**config.mk**
```make
export PLATFORM = sky130hd
export DESIGN_NAME = alu_sequencer
export DESIGN_NICKNAME = d
export VERILOG_FILES = /design/src/rtl/alu_seq_pkg.sv /design/src/rtl/alu_seq_cmdbuf.sv /design/src/rtl/alu_sequencer.sv
export SDC_FILE = /design/constraint.sdc
export NUM_CORES = 1
export LEC_CHECK = 0
export BUFFER_PORTS_ARGS = -buffer_cell sky130_fd_sc_hd__buf_4
export CAP_MARGIN = 0
export CORE_ASPECT_RATIO = 0.6
export CORE_MARGIN = 2
export CORE_UTILIZATION = 47
export CTS_CLUSTER_DIAMETER = 200
export DETAILED_ROUTE_END_ITERATION = 12
export GPL_TIMING_DRIVEN = 0
export PLACE_DENSITY_LB_ADDON = 0.15
export SLEW_MARGIN = 20
export SYNTH_ARGS = -nofsm -noshare
export SYNTH_HDL_FRONTEND = slang
export SYNTH_SLANG_ARGS = --single-unit
```
**constraint.sdc**
```tcl
create_clock -name clk -period 5.4 [get_ports clk]
set_input_delay 1.08 -clock clk [delete_from_list [all_inputs] [get_ports clk]]
set_output_delay 1.08 -clock clk [all_outputs]
set_load 0.005 [all_outputs]
```
**src/rtl/alu_seq_pkg.sv**
```systemverilog
// alu_seq_pkg: opcodes, FSM states and opcode classification shared by the sequencer and its bench.
package alu_seq_pkg;
  localparam logic [2:0] OP_ID  = 3'b000;
  localparam logic [2:0] OP_INC = 3'b001;
  localparam logic [2:0] OP_ADD = 3'b010;
  localparam logic [2:0] OP_NEG = 3'b100;
  localparam logic [2:0] OP_MUL = 3'b111;
  typedef enum logic [1:0] {IDLE, EXEC, MUL, DONE} state_t;
  function automatic logic is_single(input logic [2:0] op);
    return op == OP_ID || op == OP_INC || op == OP_ADD || op == OP_NEG;
  endfunction
endpackage

```
**src/rtl/alu_seq_cmdbuf.sv**
```systemverilog
// alu_seq_cmdbuf: 2-entry command FIFO; push and pop may coincide.
module alu_seq_cmdbuf #(
  parameter int DW = 11
) (
  input  logic          clk,
  input  logic          rst,
  input  logic          push,
  input  logic [DW-1:0] din,
  input  logic          pop,
  output logic [DW-1:0] dout,
  output logic          full,
  output logic          empty
);
  logic [1:0][DW-1:0] mem_q, mem_d;
  logic wr_q, wr_d, rd_q, rd_d;
  logic [1:0] cnt_q, cnt_d;
  always_comb begin
    mem_d = mem_q;
    if (push) mem_d[wr_q] = din;
    wr_d = push ? ~wr_q : wr_q;
    rd_d = pop ? ~rd_q : rd_q;
    cnt_d = cnt_q + 2'(push) - 2'(pop);
  end
  always_ff @(posedge clk)
    if (rst) begin
      mem_q <= '0;
      wr_q <= 1'b0;
      rd_q <= 1'b0;
      cnt_q <= '0;
    end else begin
      mem_q <= mem_d;
      wr_q <= wr_d;
      rd_q <= rd_d;
      cnt_q <= cnt_d;
    end
  assign dout = mem_q[rd_q];
  assign full = cnt_q == 2'd2;
  assign empty = cnt_q == 2'd0;
endmodule

```
**src/rtl/alu_sequencer.sv**
```systemverilog
// alu_sequencer: command-driven ALU controller with shift-add MUL; ALU_SEQ_CMDBUF_EN adds a 2-entry command FIFO.
module alu_sequencer
  import alu_seq_pkg::*;
#(
  parameter int WIDTH = 4
) (
  input  logic               clk,
  input  logic               reset,
  input  logic               cmd_valid,
  output logic               cmd_ready,
  input  logic [2:0]         cmd_op,
  input  logic [WIDTH-1:0]   cmd_a,
  input  logic [WIDTH-1:0]   cmd_b,
  output logic [2:0]         alu_op,
  output logic [WIDTH-1:0]   alu_a,
  output logic [WIDTH-1:0]   alu_b,
  input  logic [WIDTH-1:0]   alu_s,
  input  logic               alu_c,
  output logic               res_valid,
  input  logic               res_ready,
  output logic [2*WIDTH-1:0] res_data,
  output logic               res_cout,
  output logic               res_err
);
  localparam int CW = $clog2(WIDTH + 1);
  state_t state_q, state_d;
  logic [2:0] alu_op_q, alu_op_d;
  logic [WIDTH-1:0] alu_a_q, alu_a_d, alu_b_q, alu_b_d;
  logic [2*WIDTH-1:0] res_data_q, res_data_d, step;
  logic res_cout_q, res_cout_d, res_err_q, res_err_d;
  logic [CW-1:0] cnt_q, cnt_d;
  logic in_valid, take;
  logic [2:0] in_op;
  logic [WIDTH-1:0] in_a, in_b;
  assign take = state_q == IDLE && in_valid;
`ifdef ALU_SEQ_CMDBUF_EN
  logic full, empty;
  alu_seq_cmdbuf #(.DW(3 + 2*WIDTH)) u_cmdbuf (
    .clk  (clk),
    .rst  (reset),
    .push (cmd_valid && !full),
    .din  ({cmd_op, cmd_a, cmd_b}),
    .pop  (take),
    .dout ({in_op, in_a, in_b}),
    .full (full),
    .empty(empty)
  );
  assign cmd_ready = !full;
  assign in_valid = !empty;
`else
  assign cmd_ready = state_q == IDLE;
  assign in_valid = cmd_valid;
  assign {in_op, in_a, in_b} = {cmd_op, cmd_a, cmd_b};
`endif
  always_ff @(posedge clk)
    if (reset) begin
      state_q <= IDLE;
      alu_op_q <= OP_ID;
      alu_a_q <= '0;
      alu_b_q <= '0;
      res_data_q <= '0;
      res_cout_q <= 1'b0;
      res_err_q <= 1'b0;
      cnt_q <= '0;
    end else begin
      state_q <= state_d;
      alu_op_q <= alu_op_d;
      alu_a_q <= alu_a_d;
      alu_b_q <= alu_b_d;
      res_data_q <= res_data_d;
      res_cout_q <= res_cout_d;
      res_err_q <= res_err_d;
      cnt_q <= cnt_d;
    end
  always_comb begin
    state_d = state_q;
    case (state_q)
      IDLE: if (take) state_d = in_op == OP_MUL ? MUL : is_single(in_op) ? EXEC : DONE;
      EXEC: state_d = DONE;
      MUL:  if (cnt_q == CW'(WIDTH - 1)) state_d = DONE;
      DONE: if (res_ready) state_d = IDLE;
      default: state_d = IDLE;
    endcase
  end
  // During MUL res_data_q doubles as the {hi,lo} shift register; alu_a tracks the next hi.
  always_comb begin
    step = res_data_q[0] ? {alu_c, alu_s, res_data_q[WIDTH-1:1]} : {1'b0, res_data_q[2*WIDTH-1:1]};
    alu_op_d = OP_ID;
    alu_a_d = '0;
    alu_b_d = '0;
    res_data_d = res_data_q;
    res_cout_d = res_cout_q;
    res_err_d = res_err_q;
    cnt_d = cnt_q;
    case (state_q)
      IDLE: if (take) begin
        res_cout_d = 1'b0;
        res_err_d = !is_single(in_op) && in_op != OP_MUL;
        if (in_op == OP_MUL) begin
          alu_op_d = OP_ADD;
          alu_b_d = in_a;
          res_data_d = {{WIDTH{1'b0}}, in_b};
          cnt_d = '0;
        end else if (is_single(in_op)) begin
          alu_op_d = in_op;
          alu_a_d = in_a;
          alu_b_d = in_b;
        end else res_data_d = '0;
      end
      EXEC: begin
        res_data_d = {{WIDTH{1'b0}}, alu_s};
        res_cout_d = alu_c;
      end
      MUL: begin
        alu_op_d = cnt_q == CW'(WIDTH - 1) ? OP_ID : OP_ADD;
        alu_a_d = cnt_q == CW'(WIDTH - 1) ? '0 : step[2*WIDTH-1:WIDTH];
        alu_b_d = cnt_q == CW'(WIDTH - 1) ? '0 : alu_b_q;
        res_data_d = step;
        cnt_d = cnt_q + CW'(1);
      end
      default: ;
    endcase
  end
  assign res_valid = state_q == DONE;
  assign alu_op = alu_op_q;
  assign alu_a = alu_a_q;
  assign alu_b = alu_b_q;
  assign res_data = res_data_q;
  assign res_cout = res_cout_q;
  assign res_err = res_err_q;
endmodule

```
==> results of run 1 <==
worst reg2reg max path, delay by kind of cell (launching register included):
| family | cells | cell delay, ps |
|---|---|---|
| AO/OA/AOI/OAI | 2 | 620 |
| adder cells (fa/ha/maj) | 1 | 240 |
| buffers and inverters | 2 | 240 |
| flip-flops | 1 | 400 |
| AND/OR/NAND/NOR | 2 | 330 |
layer usage:
layer	up-vias	wire [um]	share of wire
met5	-	0	0
met4	0	6	0.0018
met3	2	309	0.091
met2	55	1400	0.41
met1	600	1690	0.50
li1	635	-	-
cell type report:
type | instances | area, um^2 | share of cell area
timing repair buffer | 42 | 315 | 0.187
tap | 32 | 40.0 | 0.0237
inverter | 3 | 11.3 | 0.00666
sequential | 26 | 520 | 0.308
multi-input combinational | 112 | 713 | 0.422
clock buffer | 4 | 55.1 | 0.0326
buffer | 7 | 35.0 | 0.0207
final timing paths:
| check | endpoint | from | cells past startpoint | slack [ps] |
|---|---|---|---|---|
| setup / recovery | cmd_ready | state_q[0] | 3 | 3180 |
| hold / removal | res_err | res_err | 2 | 460 |
| hold reg to reg | res_err | res_err | 2 | 460 |
| setup reg to reg | res_data[0] | state_q[0] | 7 | 3440 |
sequential cells by signal, summed over array words and instances, names as in the netlist:
name,cells
alu_b,4
alu_op,3
res_data,8
res_err,1
res_cout,1
state_q,2
cnt_q,3
alu_a,4
stage by stage:
step	power [W]	std cells	hold slack [ps]	setup slack [ps]
2_1_floorplan	0.000522	148	432	3220
3_3_place_gp	0.000644	222	441	3040
5_1_grt	0.000846	226	484	3090
6_report	0.000789	226	463	3180
3_5_place_dp	0.000657	222	451	3000
4_1_cts	0.000784	226	463	3180
logic make-up (layout without fill, tap and decap cells):
kind of cell,count (synthesis),count (layout),share of synthesized area
flip-flops,26,26,0.407
adder cells (fa/ha/maj),7,7,0.0665
AO/OA/AOI/OAI,36,36,0.203
buffers and inverters,10,56,0.0362
multiplexers,6,6,0.0508
AND/OR/NAND/NOR,63,63,0.237
placed cells by master, fill, tap and decap left out, types with 6 or more instances in the layout:
master     n
buf_4     42
dfxtp_1   26
nor2_1    20
nand2_1   13
a21oi_1   12
nor3_1     8
a221oi_1   7
ha_1       6
power by group:
group | internal, W | switching [W] | total, W
sequential | 0.000228 | 0.0000317 | 0.000260
combinational | 0.000173 | 0.000228 | 0.000402
clock | 0.0000652 | 0.0000616 | 0.000127
total | 0.000467 | 0.000322 | 0.000789
==> qor.csv, run 1 <==
stage;metric;value;unit
final_layout;drive_gt1_frac;0.289;
synth;ys_ff_latch;26;
worst_setup_path;cp_max_fo;4;
floorplanning;pin_count;43;
worst_setup_path;cp-end-kind;output pin;
synth;synth_top_cell_by_area;dfxtp_1;
global_route;use_met1;0.328;
synth;syn_inst;148;
synth;synth-edff-count;0;
worst_setup_path;path_class;reg -> out;
floorplanning;start_util;0.504;
synth;syn_area_per_cell;8.65;um^2
global_route;grtUsageMet2;0.330;
global_route;track_usage;0.229;
clocking;root_buffer;clkbuf_8;
sta;clock_skew;1.52;ps
sta;setup_tns;0;ps
power;pwr_density_cell;467;nW/um^2
worst_setup_path;critical_path.slowest_cell;dfxtp_1;
final_layout;antennaDiodeCount;0;
global_route;use_met3;0.0866;
power;p_leak;0.716;nW
sta;hold_viol;0;
worst_setup_path;critical_path_buf_inv_count;2;
min_path;hold_class;reg -> reg;
placed_design;place_congestion;0.930;
clocking;path_clk_slew;90;ps
floorplanning;rows;14;
drt;drt_pass1_iterations;4;
global_route;grt_overflow;0;
floorplanning;die-area;3170;um^2
global_route;top_usage_layer;met2;
final_layout;syn_to_final_growth;32.1;%
worst_setup_path;crit_arrival;1140;ps
worst_setup_path;cp-start-kind;register;
worst_setup_path;path_delay_family;flip-flops;
global_route;grt_pass1_wl;5510;um
synth;yosys_warnings;0;
final_layout;utilization;0.666;
sta;tightest_slew;525;ps
clocking;post_cts_resized;0;
worst_setup_path;cpPeakStageDelay;400;ps
drt;num_vias;1292;
power;ir_drop;185;uV
clocking;htreeDepth;1;
final_layout;design_area;1690;um^2
sta;maxSlewViolCount;0;
placed_design;io_buffers;42;
synth;yosysMostFrequentCell;dfxtp_1;
sta;rsz0062_at_grt;false;
clocking;ctsHoldBuffers;0;
final_layout;nets;221;
sta;slew_headroom;0.650;
placed_design;dp_hpwl;2660;um
floorplanning;core-area;2540;um^2
clocking;cts_buffers;3;
global_route;grt_max_degree;15;
sta;setup_viol;0;
synth;ys_seq_area_frac;0.407;
final_layout;fill_cells;225;
clocking;cts_max_path_buffers;2;
run;cap_violations;0;
synth;async_reset_ff_frac;0;
sta;min_period_over_period;0.411;
clocking;postCtsSetupBuffers;0;
worst_setup_path;worstPathCellList;inv_1 -> ha_1 -> buf_4;
drt;antenna_left;0;
drt;via_per_inst;5.72;
synth;synth_cell_type_count;37;
floorplanning;die-width;71.4;um
clocking;insertion_delay;270;ps
drt;drt-initial-drc-count;57;
synth;synth_top_area_frac;0.407;
drt;wl_per_cell;15.1;um
global_route;grt_pass1_vias;1127;
global_route;antenna_found_initial;0;
synth;synth_flop_cell;dfxtp_1;
clocking;cts_tree;yes;
synth;synth_nets;174;
synth;synth_area_leaders;dfxtp_1 41%, ha_1 5.9%, nor2_1 5.9%;
sta;fmaxAchievable;450;MHz
clocking;clock_sinks;26;
sta;post-route-min-period;2220;ps
worst_setup_path;cp_data_required_time;4320;ps
placed_design;dpl_cell_area;1640;um^2
status;outcome;complete, no violations;
drt;drc;0;
synth;synthesis.area;1280;um^2
drt;totalWireLength;3410;um
synth;synthTopCellsByCount;26 x dfxtp_1, 20 x nor2_1, 13 x nand2_1;
floorplanning;die_y;44.4;um
Power figures use the tool's default switching activity.
==> inputs of run 2 (changes only) <==
Settings changed: CORE_UTILIZATION 47 to 44.
Clock period 5.4 ns to 1.9 ns, I/O delays scaled along.
==> run 2 against run 1 <==
  * Worst setup slack worse by 3100 ps
  * Via count up 1.3%
  * Routed wire length up 6.3%
  * First-iteration DRC count up 75%
  * Final cell count up 1.3%
  * Combinational power rose to 2.9 times the previous value
  * Final area up 1.6%
  * Register-to-register slack worse by 3400 ps
  * Sequential power rose to 2.9 times the previous value
==> qor.csv, run 2 (synthesis gave the netlist of run 1 again) <==
stage;metric;value;unit;change
status;outcome;complete, no violations;;
floorplanning;pin_count;43;;unchanged
final_layout;layout_commonest_cell;buf_4;;
floorplanning;die-area;3370;um^2;+6.3%
power;seqPwrFrac;0.327;;-0.003
final_layout;layout_common_cells;43 x buf_4, 24 x dfxtp_1, 20 x nor2_1;;
worst_setup_path;regToRegEndpoint;cnt_q[2];;
drt;antenna_left;0;;unchanged
clocking;insertion_delay;270;ps;about the same
final_layout;utilization;0.610;;-0.0553
min_path;min-delay-start;reset;;
power;switching_share;0.406;;-0.00209
sta;post-route-min-period;1820;ps;
placed_design;dpl_cell_area;1640;um^2;+0.15%
min_path;hold_end;alu_op[0];;
floorplanning;core-area;2820;um^2;+11%
sta;rsz0062_at_grt;true;;
worst_setup_path;cp-end-kind;register;;
sta;min_period_over_period;0.960;;
sta;setup_viol;0;;unchanged
clocking;ctsHoldBuffers;0;;unchanged
sta;clock_skew;9.05;ps;+7.53 ps
power;ir_drop;675;uV;+260%
sta;fmaxAchievable;548;MHz;
worst_setup_path;critical_path_buf_inv_count;2;;unchanged
power;power_frac_clock;0.158;;-0.003
worst_setup_path;path_class;reg -> reg;;
floorplanning;die_y;45.8;um;+3.1%
final_layout;largest_reg_flops;8;;unchanged
final_layout;multi_input_area;723;um^2;+1.4%
global_route;antenna_found_initial;0;;unchanged
drt;via_per_inst;5.72;;about the same
min_path;whs_path_depth;2;;unchanged
worst_setup_path;cpPeakStageDelay;410;ps;about the same
final_layout;fill_cells;257;;+14%
global_route;grt_overflow;0;;unchanged
clocking;clock_sinks;26;;unchanged
placed_design;dp_hpwl;2720;um;+2.5%
clocking;root_buffer;clkbuf_8;;
worst_setup_path;r2r-start;state_q[0];;
final_layout;nets;222;;+0.45%
drt;totalWireLength;3620;um;+6.3%
worst_setup_path;crit_arrival;2030;ps;+890 ps
power;combPwrFrac;0.515;;+0.006
final_layout;design_area;1720;um^2;+1.6%
clocking;cts_buffers;3;;unchanged
worst_setup_path;cp_max_fo;10;;+6
floorplanning;rows;15;;+1
power;pwr_density_cell;1330;nW/um^2;+190%
final_layout;antennaDiodeCount;0;;unchanged
sta;setup_tns;0;ps;unchanged
global_route;grt_max_degree;15;;unchanged
clocking;htreeDepth;1;;unchanged
drt;wl_per_cell;15.8;um;+4.9%
clocking;cts_max_path_buffers;2;;unchanged
clocking;cts_tree;yes;;
worst_setup_path;worstPathCellList;inv_1 -> ha_2 -> buf_2 -> nand2_1 -> o21ai_0 -> nand3b_1 -> a21oi_1;;
clocking;path_clk_slew;90;ps;about the same
sta;hold_slack;302;ps;-161 ps
power;p_leak;0.724;nW;+1.2%
global_route;grt_pass1_vias;1100;;-2.4%
worst_setup_path;r2r_slack;80;ps;-3360 ps
floorplanning;start_util;0.455;;-0.0493
sta;hold_viol;0;;unchanged
power;p_int;0.00136;W;+190%
worst_setup_path;critical_path.slowest_cell;o21ai_0;;
min_path;hold_class;in -> reg;;
sta;slew_headroom;0.650;;about the same
final_layout;seq_area;528;um^2;+1.4%
placed_design;dp_cells;224;;+0.90%
drt;drt_pass1_iterations;4;;unchanged
worst_setup_path;cp-start-kind;register;;
sta;tightest_slew;525;ps;-0.00709 ps
final_layout;syn_to_final_growth;34.2;%;
drt;drt-initial-drc-count;100;;+75%
global_route;track_usage;0.216;;-0.0131
placed_design;io_buffers;42;;unchanged
sta;maxSlewViolCount;0;;unchanged
worst_setup_path;reg2regPathDepth;7;;unchanged
power;switchingPower;0.000929;W;+190%
final_layout;drive_gt1_frac;0.318;;+0.0293
global_route;grt_pass1_wl;5390;um;-2.3%
drt;drc;0;;unchanged
placed_design;place_congestion;0.861;;-7.5%
final_layout;fin_cells;229;;+1.3%
drt;num_vias;1309;;+1.3%
floorplanning;die-width;73.6;um;+3.2%
worst_setup_path;cp_data_required_time;2110;ps;-2210 ps
run;cap_violations;0;;unchanged
worst_setup_path;path_delay_family;compound AO/OA/AOI/OAI gates;;
run 2: cell count changes in the layout (fill, tap and decap cells not counted), sizes merged:
cell,previous run,this run
buf,45,46
run 2: worst register-to-register path, delay by kind of cell, from the launching register on:
family                     cells  cell delay [ps]
AOI/OAI and AO/OA              2              560
adders and majority gates      1              210
buffers and inverters          2              300
DFF                            1              370
and+or+nand+nor                2              330
run 2: per-layer routing:
layer	global-route usage	routed length [um]	vias to the layer above
met3	0.0597	361	4
met1	0.319	1700	598
met5	0	0	-
met4	0.0327	21	0
li1	-	-	635
met2	0.321	1540	72
run 2: how the worst max path moves through the flow:
stage               startpoint           to  slack [ps]  depth (start not counted)
floorplan           state_q[0]  res_data[3]         150                          7
global placement    state_q[0]  res_data[0]          40                          7
CTS                 state_q[1]  res_data[3]           9                          7
detailed placement  state_q[0]  res_data[0]          20                          7
finish              state_q[0]     cnt_q[2]          80                          7
global route        state_q[1]     cnt_q[2]         -90                          7
run 2: what timing repair did:
action,4_1_cts,5_1_grt
pin swaps,0,1
buffers inserted,0,1
gates resized for setup,1,6
endpoints found under the setup margin,4,16
run 2: area by class of cell:
class	instances	share of cell area
sequential	26	0.307
buffer	7	0.0204
tap	34	0.0248
multi-input combinational	112	0.421
inverter	3	0.00655
clock buffer	4	0.0320
timing repair buffer	43	0.188
run 2: power groups by stage:
| stage | Clock, W | Sequential, W | Combinational (W) |
|---|---|---|---|
| 4_1_cts | 0.000362 | 0.000737 | 0.00113 |
| 2_1_floorplan | 0 | 0.000735 | 0.000747 |
| 6_report | 0.000362 | 0.000749 | 0.00118 |
| 5_1_grt | 0.000382 | 0.000763 | 0.00128 |
| 3_5_place_dp | 0 | 0.000746 | 0.00112 |
| 3_3_place_gp | 0 | 0.000742 | 0.00109 |
run 2: per-stage QoR:
step                total power, W  setup slack, ps
floorplan                  0.00148              150
global placement           0.00183             38.9
detailed placement         0.00186             19.3
CTS                        0.00223             8.60
global route               0.00243            -87.0
finish                     0.00229             75.8
